<file path="config.mk">
export PLATFORM = sky130hd
export DESIGN_NAME = conv_window_streamer
export DESIGN_NICKNAME = d
export VERILOG_FILES = /design/src/rtl/conv_window_streamer.sv
export SDC_FILE = /design/constraint.sdc
export NUM_CORES = 1
export LEC_CHECK = 0
export BUFFER_PORTS_ARGS = -buffer_cell sky130_fd_sc_hd__buf_2
export CORE_MARGIN = 3
export CORE_UTILIZATION = 40
export CTS_CLUSTER_SIZE = 30
export DETAILED_ROUTE_END_ITERATION = 10
export GPL_ROUTABILITY_DRIVEN = 0
export PLACE_DENSITY_LB_ADDON = 0.15
export SYNTH_ARGS = -nofsm -noshare
export SYNTH_HDL_FRONTEND = slang
export SYNTH_SLANG_ARGS = --single-unit
</file>
<file path="constraint.sdc">
create_clock -name clk -period 9.34 [get_ports clk]
set_input_delay 1.868 -clock clk [delete_from_list [all_inputs] [get_ports clk]]
set_output_delay 1.868 -clock clk [all_outputs]
set_load 0.005 [all_outputs]
</file>
<file path="src/rtl/conv_window_streamer.sv">
`default_nettype none
// ============================================================================
// Module   : conv_window_streamer
// Purpose  : Snapshots the A_DIM x A_DIM input matrix and the K_DIM x K_DIM
//            filter, then streams (activation, weight) pairs for every
//            valid-convolution window (row-major positions, row-major taps)
//            over a valid/ready handshake.
// Revision : 1.0  initial release
// ============================================================================
module conv_window_streamer #(
  parameter int  DATA_W = 8,
  parameter int  A_DIM  = 4,
  parameter int  K_DIM  = 3,
  localparam int O_DIM  = A_DIM - K_DIM + 1,
  localparam int POS_W  = $clog2(O_DIM * O_DIM),
  localparam int TAP_W  = $clog2(K_DIM * K_DIM)
) (
  input  logic                            clk,
  input  logic                            rst,
  input  logic                            start,
  input  logic [A_DIM*A_DIM*DATA_W-1:0]   a_flat,
  input  logic [K_DIM*K_DIM*DATA_W-1:0]   b_flat,
  output logic                            out_valid,
  input  logic                            out_ready,
  output logic [DATA_W-1:0]               out_act,
  output logic [DATA_W-1:0]               out_wgt,
  output logic [POS_W-1:0]                out_pos,
  output logic [TAP_W-1:0]                out_tap,
  output logic                            out_last_tap,
  output logic                            out_last,
  output logic                            busy,
  output logic                            done
);

  localparam int C_NA    = A_DIM * A_DIM;
  localparam int C_NB    = K_DIM * K_DIM;
  localparam int C_KW    = (K_DIM > 1) ? $clog2(K_DIM) : 1;
  localparam int C_OW    = (O_DIM > 1) ? $clog2(O_DIM) : 1;
  localparam int C_IDX_W = $clog2(C_NA);

  typedef enum logic [1:0] {
    S_IDLE   = 2'd0,
    S_LOAD   = 2'd1,
    S_STREAM = 2'd2,
    S_DONE   = 2'd3
  } state_t;

  state_t r_state;
  state_t w_next;

  logic [DATA_W-1:0] r_a [C_NA];
  logic [DATA_W-1:0] r_b [C_NB];

  logic [C_KW-1:0] r_kcol, r_krow;
  logic [C_OW-1:0] r_ocol, r_orow;

  logic w_stream, w_xfer;
  logic w_kcol_wrap, w_krow_wrap, w_ocol_wrap, w_orow_wrap;
  logic w_tap_last, w_pos_last;
  logic [TAP_W-1:0]   w_tap;
  logic [POS_W-1:0]   w_pos;
  logic [C_IDX_W-1:0] w_a_idx;

  assign w_stream    = (r_state == S_STREAM);
  assign w_xfer      = w_stream & out_ready;
  assign w_kcol_wrap = (r_kcol == C_KW'(K_DIM - 1));
  assign w_krow_wrap = (r_krow == C_KW'(K_DIM - 1));
  assign w_ocol_wrap = (r_ocol == C_OW'(O_DIM - 1));
  assign w_orow_wrap = (r_orow == C_OW'(O_DIM - 1));
  assign w_tap_last  = w_kcol_wrap & w_krow_wrap;
  assign w_pos_last  = w_ocol_wrap & w_orow_wrap;

  // Flattened indices: tap and position numbers, and the A element under the current tap
  assign w_tap   = TAP_W'(r_krow) * TAP_W'(K_DIM) + TAP_W'(r_kcol);
  assign w_pos   = POS_W'(r_orow) * POS_W'(O_DIM) + POS_W'(r_ocol);
  assign w_a_idx = (C_IDX_W'(r_orow) + C_IDX_W'(r_krow)) * C_IDX_W'(A_DIM)
                 + C_IDX_W'(r_ocol) + C_IDX_W'(r_kcol);

  // Data fields are forced to zero outside STREAM so idle outputs stay quiet
  assign out_act      = w_stream ? r_a[w_a_idx] : '0;
  assign out_wgt      = w_stream ? r_b[w_tap]   : '0;
  assign out_pos      = w_stream ? w_pos        : '0;
  assign out_tap      = w_stream ? w_tap        : '0;
  assign out_last_tap = w_stream & w_tap_last;
  assign out_last     = w_stream & w_tap_last & w_pos_last;

  // State register
  always_ff @(posedge clk) begin
    if (rst) r_state <= S_IDLE;
    else     r_state <= w_next;
  end

  // Next-state and status outputs; start is only honoured in IDLE
  always_comb begin
    w_next    = r_state;
    out_valid = 1'b0;
    busy      = 1'b0;
    done      = 1'b0;
    case (r_state)
      S_IDLE:   if (start) w_next = S_LOAD;
      S_LOAD: begin
        busy   = 1'b1;
        w_next = S_STREAM;
      end
      S_STREAM: begin
        busy      = 1'b1;
        out_valid = 1'b1;
        if (w_xfer && w_tap_last && w_pos_last) w_next = S_DONE;
      end
      S_DONE: begin
        done   = 1'b1;
        w_next = S_IDLE;
      end
      default:  w_next = S_IDLE;
    endcase
  end

  // Shadow copies of A and B, captured once per stream so input changes cannot disturb it
  always_ff @(posedge clk) begin
    if (rst) begin
      for (int i = 0; i < C_NA; i++) r_a[i] <= '0;
      for (int j = 0; j < C_NB; j++) r_b[j] <= '0;
    end else if (r_state == S_LOAD) begin
      for (int i = 0; i < C_NA; i++) r_a[i] <= a_flat[i*DATA_W +: DATA_W];
      for (int j = 0; j < C_NB; j++) r_b[j] <= b_flat[j*DATA_W +: DATA_W];
    end
  end

  // Nested window counters: kcol fastest, then krow, ocol, orow; advance only on a transfer
  always_ff @(posedge clk) begin
    if (rst || r_state == S_LOAD) begin
      r_kcol <= '0;
      r_krow <= '0;
      r_ocol <= '0;
      r_orow <= '0;
    end else if (w_xfer) begin
      if (!w_kcol_wrap) begin
        r_kcol <= r_kcol + 1'b1;
      end else begin
        r_kcol <= '0;
        if (!w_krow_wrap) begin
          r_krow <= r_krow + 1'b1;
        end else begin
          r_krow <= '0;
          if (!w_ocol_wrap) begin
            r_ocol <= r_ocol + 1'b1;
          end else begin
            r_ocol <= '0;
            r_orow <= w_orow_wrap ? '0 : r_orow + 1'b1;
          end
        end
      end
    end
  end

endmodule
`default_nettype wire

</file>
==> results_dict.tcl, run 1 <==
set metrics [dict create \
    ant_nets 0 \
    cp-end-kind "output port" \
    dr.pass1.iters 5 \
    timing.critical_path.max_delay_family "adder cells" \
    wl_met1_mm 11.1 \
    nNetsFinal 1111 \
    drc_errors 0 \
    placed_area_um2 11100 \
    critPathLaunchType "flip-flop" \
    fin_crit_sh 0.579 \
    leakagePower_uw 0.00484 \
    synthTopCellsByArea "edfxtp_1 (62%), and2_1 (10%), mux4_2 (7.9%)" \
    crit_fanout 17 \
    yosysTopAreaCell "edfxtp_1" \
    layout-drive-gt1-share 0.345 \
    areaGrowthSynthToFinish_pct 23.1 \
    top_layer_used "met4" \
    synth_cells 669 \
    grtUsageTotal 0.171 \
    pwr-share-clk 0.329 \
    ys.flop_type "edfxtp_1" \
    numClockSinks 208 \
    hold_path.class "flip-flop to flip-flop" \
    tns_ns 0 \
    cts.clk_slew.worst_paths_ns 0.06 \
    worst_clock_skew_ns 0.0100 \
    rsz0062_at_grt "no" \
    wl_per_cell_um 18.8 \
    grt_max_degree 88 \
    cts_resized 0 \
    p_int_uw 2140 \
    yosys_warnings 0 \
    multiInputGateArea_um2 3330 \
    cts_setup_buffers 0 \
    dieArea_um2 26100 \
    crit_path_top_delay_cell "fa_1" \
    num_rows 56 \
    antenna_found_initial 0 \
    tightest_slew_ns 1.02 \
    power.switching_uw 716 \
    ys_types 36 \
    clk_latency_ns 0.51 \
    wirelength_mm 23.1 \
    synth_edf_count 200 \
    overflow 0 \
    die_h_um 162 \
    fmax_mhz 185 \
    dr_wl_met2_mm 10.1 \
    wl_met3_mm 1.39 \
    start_util 0.409 \
    path_common_cell "fa_1" \
    grt_pass1_vias 5971 \
    tritoncts "done" \
    status "complete, no violations" \
    maxCapViolCount 0 \
    ctsHoldBuffers 0 \
    slew_violations 0 \
    seq_area_um2 6170 \
    syn_avg_cell_area_um2 14.5 \
    cts_made_buffers 24 \
    hold_viol 0 \
    syn_area_um2 9700 \
    cp_cell_sequence "fa_1 -> ha_1 -> inv_1 -> fa_1 -> mux4_2 -> mux2i_1 -> a21oi_1 -> buf_2" \
    first_iter_violations 465 \
    synth_top_cell_area_share 0.619 \
    fin_crit_ns 5.41 \
    crit_required_ns 7.47 \
    portBuffers 230 \
    cp_slowest_stage_delay_ns 1.08 \
    cts_buffer_depth 3 \
    die_w_um 162 \
    fillers 2163 \
    arrival_ns 3.54 \
    peakVddDrop_v 0.0000964 \
    seqPwrFrac 0.507 \
    setup_viol 0 \
    fin_area_um2 11900 \
    crit_type "flip-flop to output port" \
    io_pins 231 \
    detail_route.vias_per_cell 4.81 \
    switching_share 0.251 \
    antenna_cells 0 \
    maxSlewHeadroom 0.321 \
    grt_first_pass_wirelength_mm 34.4 \
    vias 5915 \
    synthArstFlopShare 0 \
    root_buffer "clkbuf_16" \
    core-area_um2 23700 \
    seq_area_frac_synth 0.636 \
    hpwl_mm 16.0 \
    ys_ff_latch 208 \
    syn-num-nets 888 \
    cts.htree.levels 1 \
    power_frac_comb 0.165 \
    path_buf_inv 2 \
    p_per_area_nw_per_um2 239 \
]
## tightest hold or removal path, cell delays in order, from the launching register on
cell,delay [ns]
dfxtp_1,0.34
nand2b_1,0.08
mux2i_1,0.05
## path summary, 6_finish.rpt
check	slack, ns	cells past startpoint	endpoint	from
setup / recovery	3.93	8	out_wgt[7]	r_kcol[1]
hold / removal	0.52	2	r_state[1]	r_state[1]
setup reg to reg	6.38	5	r_a[12][2]	r_state[1]
hold reg to reg	0.52	2	r_state[1]	r_state[1]
## flip-flops by register name, summed over array words and instances (netlist names)
register and flops:
r_a 128, r_b 72, r_kcol 2, r_krow 2
r_ocol 1, r_orow 1, r_state 2
## routing by layer
| layer | up-vias | track usage |
|---|---|---|
| li1 | 2872 | - |
| met1 | 2815 | 0.265 |
| met2 | 196 | 0.251 |
| met3 | 32 | 0.0329 |
| met4 | 0 | 0.0430 |
| met5 | - | 0 |
## synthesized netlist by cell type, types with 10 or more instances
master    count
a21oi_1      10
and2_1      157
clkbuf_1     33
edfxtp_1    200
ha_1         13
mux2i_1      34
mux4_2       34
nand2_1      32
nand3_1      16
nor2b_1      55
nor3b_1      10
## cell families after synthesis
logic type | after synthesis | share of synthesized area
AO/OA/AOI/OAI | 35 | 0.0246
XOR/XNOR | 5 | 0.00723
adder cells (fa/ha/maj) | 15 | 0.0209
buffers and inverters | 49 | 0.0221
flip-flops | 208 | 0.636
multiplexers | 68 | 0.114
AND/OR/NAND/NOR | 289 | 0.175
## per-stage QoR
stage | setup slack (ns) | hold slack (ns) | std cells | total power, µW | utilization
after floorplan | 1.19 | 0.482 | 669 | 1790 | -
after global placement | 4.52 | 0.511 | 1185 | 1950 | 0.470
after detailed placement | 4.46 | 0.511 | 1185 | 1940 | 0.470
after CTS | 3.91 | 0.519 | 1229 | 2890 | 0.504
after global routing | 3.70 | 0.555 | 1229 | 3000 | 0.504
final | 3.93 | 0.517 | 1229 | 2860 | 0.504
## final cells by class
cell class                 count  share of cell area
sequential                   208               0.517
multi-input combinational    412               0.279
timing repair buffer         240               0.103
clock buffer                  29              0.0537
tap                          319              0.0334
clock inverter                15              0.0130
inverter                       6             0.00189
## power by group through the flow
stage                     logic, µW  clock network, µW  registers (µW)
final                           470                939            1450
after floorplan                 326                  0            1460
after CTS                       481                962            1450
after detailed placement        480                  0            1460
after global routing            524               1000            1470
after global placement          475                  0            1470
## cells in the final DEF, fill, tap and decap left out, types with 13 or more instances in the layout
master / n
buf_2: 230
edfxtp_1: 200
and2_1: 157
nor2b_1: 54
mux4_2: 34
mux2i_1: 34
nand2_1: 32
clkbuf_16: 25
nand3_1: 16
ha_1: 13
No activity file was read; power rests on OpenSTA's default activity.
==> inputs of run 2 (changes only) <==
--- a/config.mk
+++ b/config.mk
@@ -5,6 +5,7 @@
 export SDC_FILE = /design/constraint.sdc
 export NUM_CORES = 1
 export LEC_CHECK = 0
+export ABC_AREA = 1
 export BUFFER_PORTS_ARGS = -buffer_cell sky130_fd_sc_hd__buf_2
 export CORE_MARGIN = 3
 export CORE_UTILIZATION = 40
==> constraint.sdc (replaced) <==
create_clock -name clk -period 5.4 [get_ports clk]
set_input_delay 1.08 -clock clk [delete_from_list [all_inputs] [get_ports clk]]
set_output_delay 1.08 -clock clk [all_outputs]
set_load 0.005 [all_outputs]
==> run 2 against run 1 <==
Synthesized cell count grew 77%. Power is 80% higher. Worst hold slack improved by 0.020 ns. Via count rose by 36%. Sequential power up 68%. Die area up 5.9%. Flip-flop and latch count unchanged. Cell area grew 4.8%. Register-to-register slack lost 3.3 ns. First-iteration DRC count is 42% higher. Global-route usage is 2.0 points higher. Wire length rose by 17%.
==> results_dict.tcl, run 2 <==
set metrics [dict create \
    crit_required_ns 4.32 \
    multiInputGateArea_um2 2970 \
    syn_area_um2 10300 \
    tritoncts "done" \
    die_w_um 166 \
    pwr-share-clk 0.314 \
    num_rows 58 \
    final_cell_mix "nor2_1 (244), inv_1 (235), nand2_1 (234)" \
    ys.flop_type "edfxtp_1" \
    synth_mux_area_frac 0 \
    final_common_cell "nor2_1" \
    p_per_area_nw_per_um2 411 \
    dieArea_um2 27700 \
    seqPwrFrac 0.475 \
    tightest_slew_ns 0.960 \
    grtUsageTotal 0.191 \
    timing.critical_path.max_delay_family "adder cells" \
    clk_latency_ns 0.51 \
    synthArstFlopShare 0 \
    rsz0062_at_grt "no" \
    dr.pass1.iters 5 \
    antenna_found_initial 0 \
    die_h_um 166 \
    synth-xor-area-share 0.00316 \
    cts_setup_buffers 0 \
    synthTopCellsByArea "edfxtp_1 (58%), nor2_1 (8.9%), inv_1 (8.6%)" \
    synth_top_cell_area_share 0.583 \
    crit_fanout 18 \
    wirelength_mm 27.1 \
    root_buffer "clkbuf_16" \
    status "complete, no violations" \
    yosys-top-cells-count "nor2_1 (244), inv_1 (235), nand2_1 (235), edfxtp_1 (200), nand3_1 (149)" \
    fillers 2445 \
    hold_path_end "r_state[1]" \
    cts_made_buffers 24 \
    min_from "r_state[1]" \
    overflow 0 \
    portBuffers 230 \
    path_buf_inv 4 \
    drc_errors 0 \
    slew_violations 0 \
    synth_top_family_by_area "simple AND/OR/NAND/NOR gates" \
    synthSimpleGateAreaFrac 0.252 \
    start_util 0.408 \
    leakagePower_uw 0.00620 \
    cp-end-kind "output port" \
    layout-drive-gt1-share 0.202 \
    setup_viol 0 \
    hold_path.class "flip-flop to flip-flop" \
    synthAdderAreaFrac 0.0197 \
    ant_nets 0 \
    r2r-end "r_a[3][5]" \
    maxSlewHeadroom 0.360 \
    fmax_mhz 210 \
    grt_pass1_vias 8039 \
    cts.clk_slew.worst_paths_ns 0.06 \
    cp_slowest_stage_delay_ns 0.92 \
    hpwl_mm 18.8 \
    syn-num-nets 1400 \
    core-area_um2 25300 \
    ys_ff_latch 208 \
    yosysTopAreaCell "edfxtp_1" \
    synth_edf_count 200 \
    first_iter_violations 660 \
    numClockSinks 208 \
    worst_clock_skew_ns 0.00698 \
    synth_cells 1181 \
    maxCapViolCount 0 \
    switching_share 0.294 \
    cp_cell_sequence "fa_1 -> ha_1 -> inv_1 -> fa_1 -> inv_1 -> nand3_1 -> nand3_1 -> nand3_1 -> nand2_1 -> inv_1 -> buf_2" \
    arrival_ns 3.69 \
    detail_route.vias_per_cell 4.62 \
    critPathLaunchType "flip-flop" \
    fin_crit_ns 4.77 \
    nNetsFinal 1609 \
    yosysMostFrequentCell "nor2_1" \
    synth-compound-area-share 0.0126 \
    worstReg2RegStart "r_state[1]" \
    syn_avg_cell_area_um2 8.72 \
    setup_ws_ns 0.635 \
    tns_ns 0 \
    peakVddDrop_v 0.000363 \
    io_pins 231 \
    cts_resized 0 \
    yosys_warnings 0 \
    p_int_uw 3630 \
    power.switching_uw 1510 \
    vias 8038 \
    ys_types 26 \
    dpl_worst_slack_ns 1.18 \
    antenna_cells 0 \
    power_frac_comb 0.212 \
    ff2ff_setup_slack_ns 3.13 \
    largest_register "r_a" \
    areaGrowthSynthToFinish_pct 21.6 \
    worst_r2r_path_depth 4 \
    cts.htree.levels 1 \
    wl_per_cell_um 15.6 \
    crit_path_top_delay_cell "fa_1" \
    seq_area_um2 6170 \
    fin_crit_sh 0.882 \
    top_regs "r_a (128), r_b (72)" \
    final_util 0.495 \
    crit_type "flip-flop to output port" \
    ctsHoldBuffers 0 \
    largest_reg_flops 128 \
    whs_path_depth 2 \
    grt_max_degree 79 \
    hold_viol 0 \
    grt_first_pass_wirelength_mm 42.7 \
    seq_area_frac_synth 0.599 \
    cts_buffer_depth 3 \
]
==> run 2: changes by cell type after synthesis, sizes merged, moves of 8 or more <==
cell   previous run  this run
nand3            16       149
inv               6       236
mux2i            34         0
a21oi            10        18
nor2              8       244
nand2            32       236
and2            158         0
nor2b            55         0
mux4             34         0
buf              10        29
nor3b            10         1
==> run 2: layout make-up <==
| cell class | count | area share |
|---|---|---|
| repair buffers | 242 | 0.103 |
| well taps | 330 | 0.0330 |
| clock buffers | 33 | 0.0540 |
| clock inverters | 11 | 0.00850 |
| multi-input cells | 678 | 0.238 |
| inverters | 236 | 0.0708 |
| flip-flops and latches | 208 | 0.493 |
==> run 2: worst max path at each step <==
stage                   start          to  cells past startpoint
finish              r_kcol[1]  out_wgt[3]                     11
global route        r_kcol[1]  out_wgt[2]                     11
CTS                 r_kcol[1]  out_wgt[3]                     11
detailed placement  r_kcol[1]  out_wgt[3]                     11
global placement    r_kcol[1]  out_wgt[3]                     11
floorplan                 rst   r_kcol[0]                      4
==> run 2: stage by stage <==
step	cells	cell area (µm²)	hold WS [ns]	total power, µW
4_1_cts	1738	12500	0.545	5180
5_1_grt	1738	12500	0.567	5420
3_5_place_dp	1694	11700	0.537	3570
6_report	1738	12500	0.538	5140
2_1_floorplan	1181	10300	0.487	3160
3_3_place_gp	1694	11700	0.519	3560
==> run 2: per-layer routing <==
layer | part of all wire | wire length (µm) | vias to the layer above | track usage
met1 | 0.47 | 12800 | 3689 | 0.282
met5 | 0 | 0 | - | 0
met3 | 0.063 | 1700 | 24 | 0.0337
met2 | 0.45 | 12200 | 243 | 0.302
li1 | - | - | 4082 | -
met4 | 0.014 | 391 | 0 | 0.0369
==> run 2: kinds of logic (layout without fill, tap and decap cells) <==
family | count (synthesis) | in the layout
xor gates and xnor gates | 2 | 2
adders and majority gates | 15 | 15
DFF | 208 | 208
buffers and inverters | 295 | 522
AOI/OAI and AO/OA | 24 | 24
and+or+nand+nor | 637 | 637
==> run 2: power groups by stage <==
stage                     logic [µW]  registers, µW  clock network, µW
after floorplan                  702           2460                  0
after global placement          1090           2460                  0
after detailed placement        1090           2470                  0
after CTS                       1100           2440               1640
after global routing            1240           2480               1700
final                           1090           2440               1610
==> run 2: tightest hold or removal path, cell delays in order (launching register included) <==
cell	delay, ns
dfxtp_1	0.34
nor2_1	0.11
nor2_1	0.05
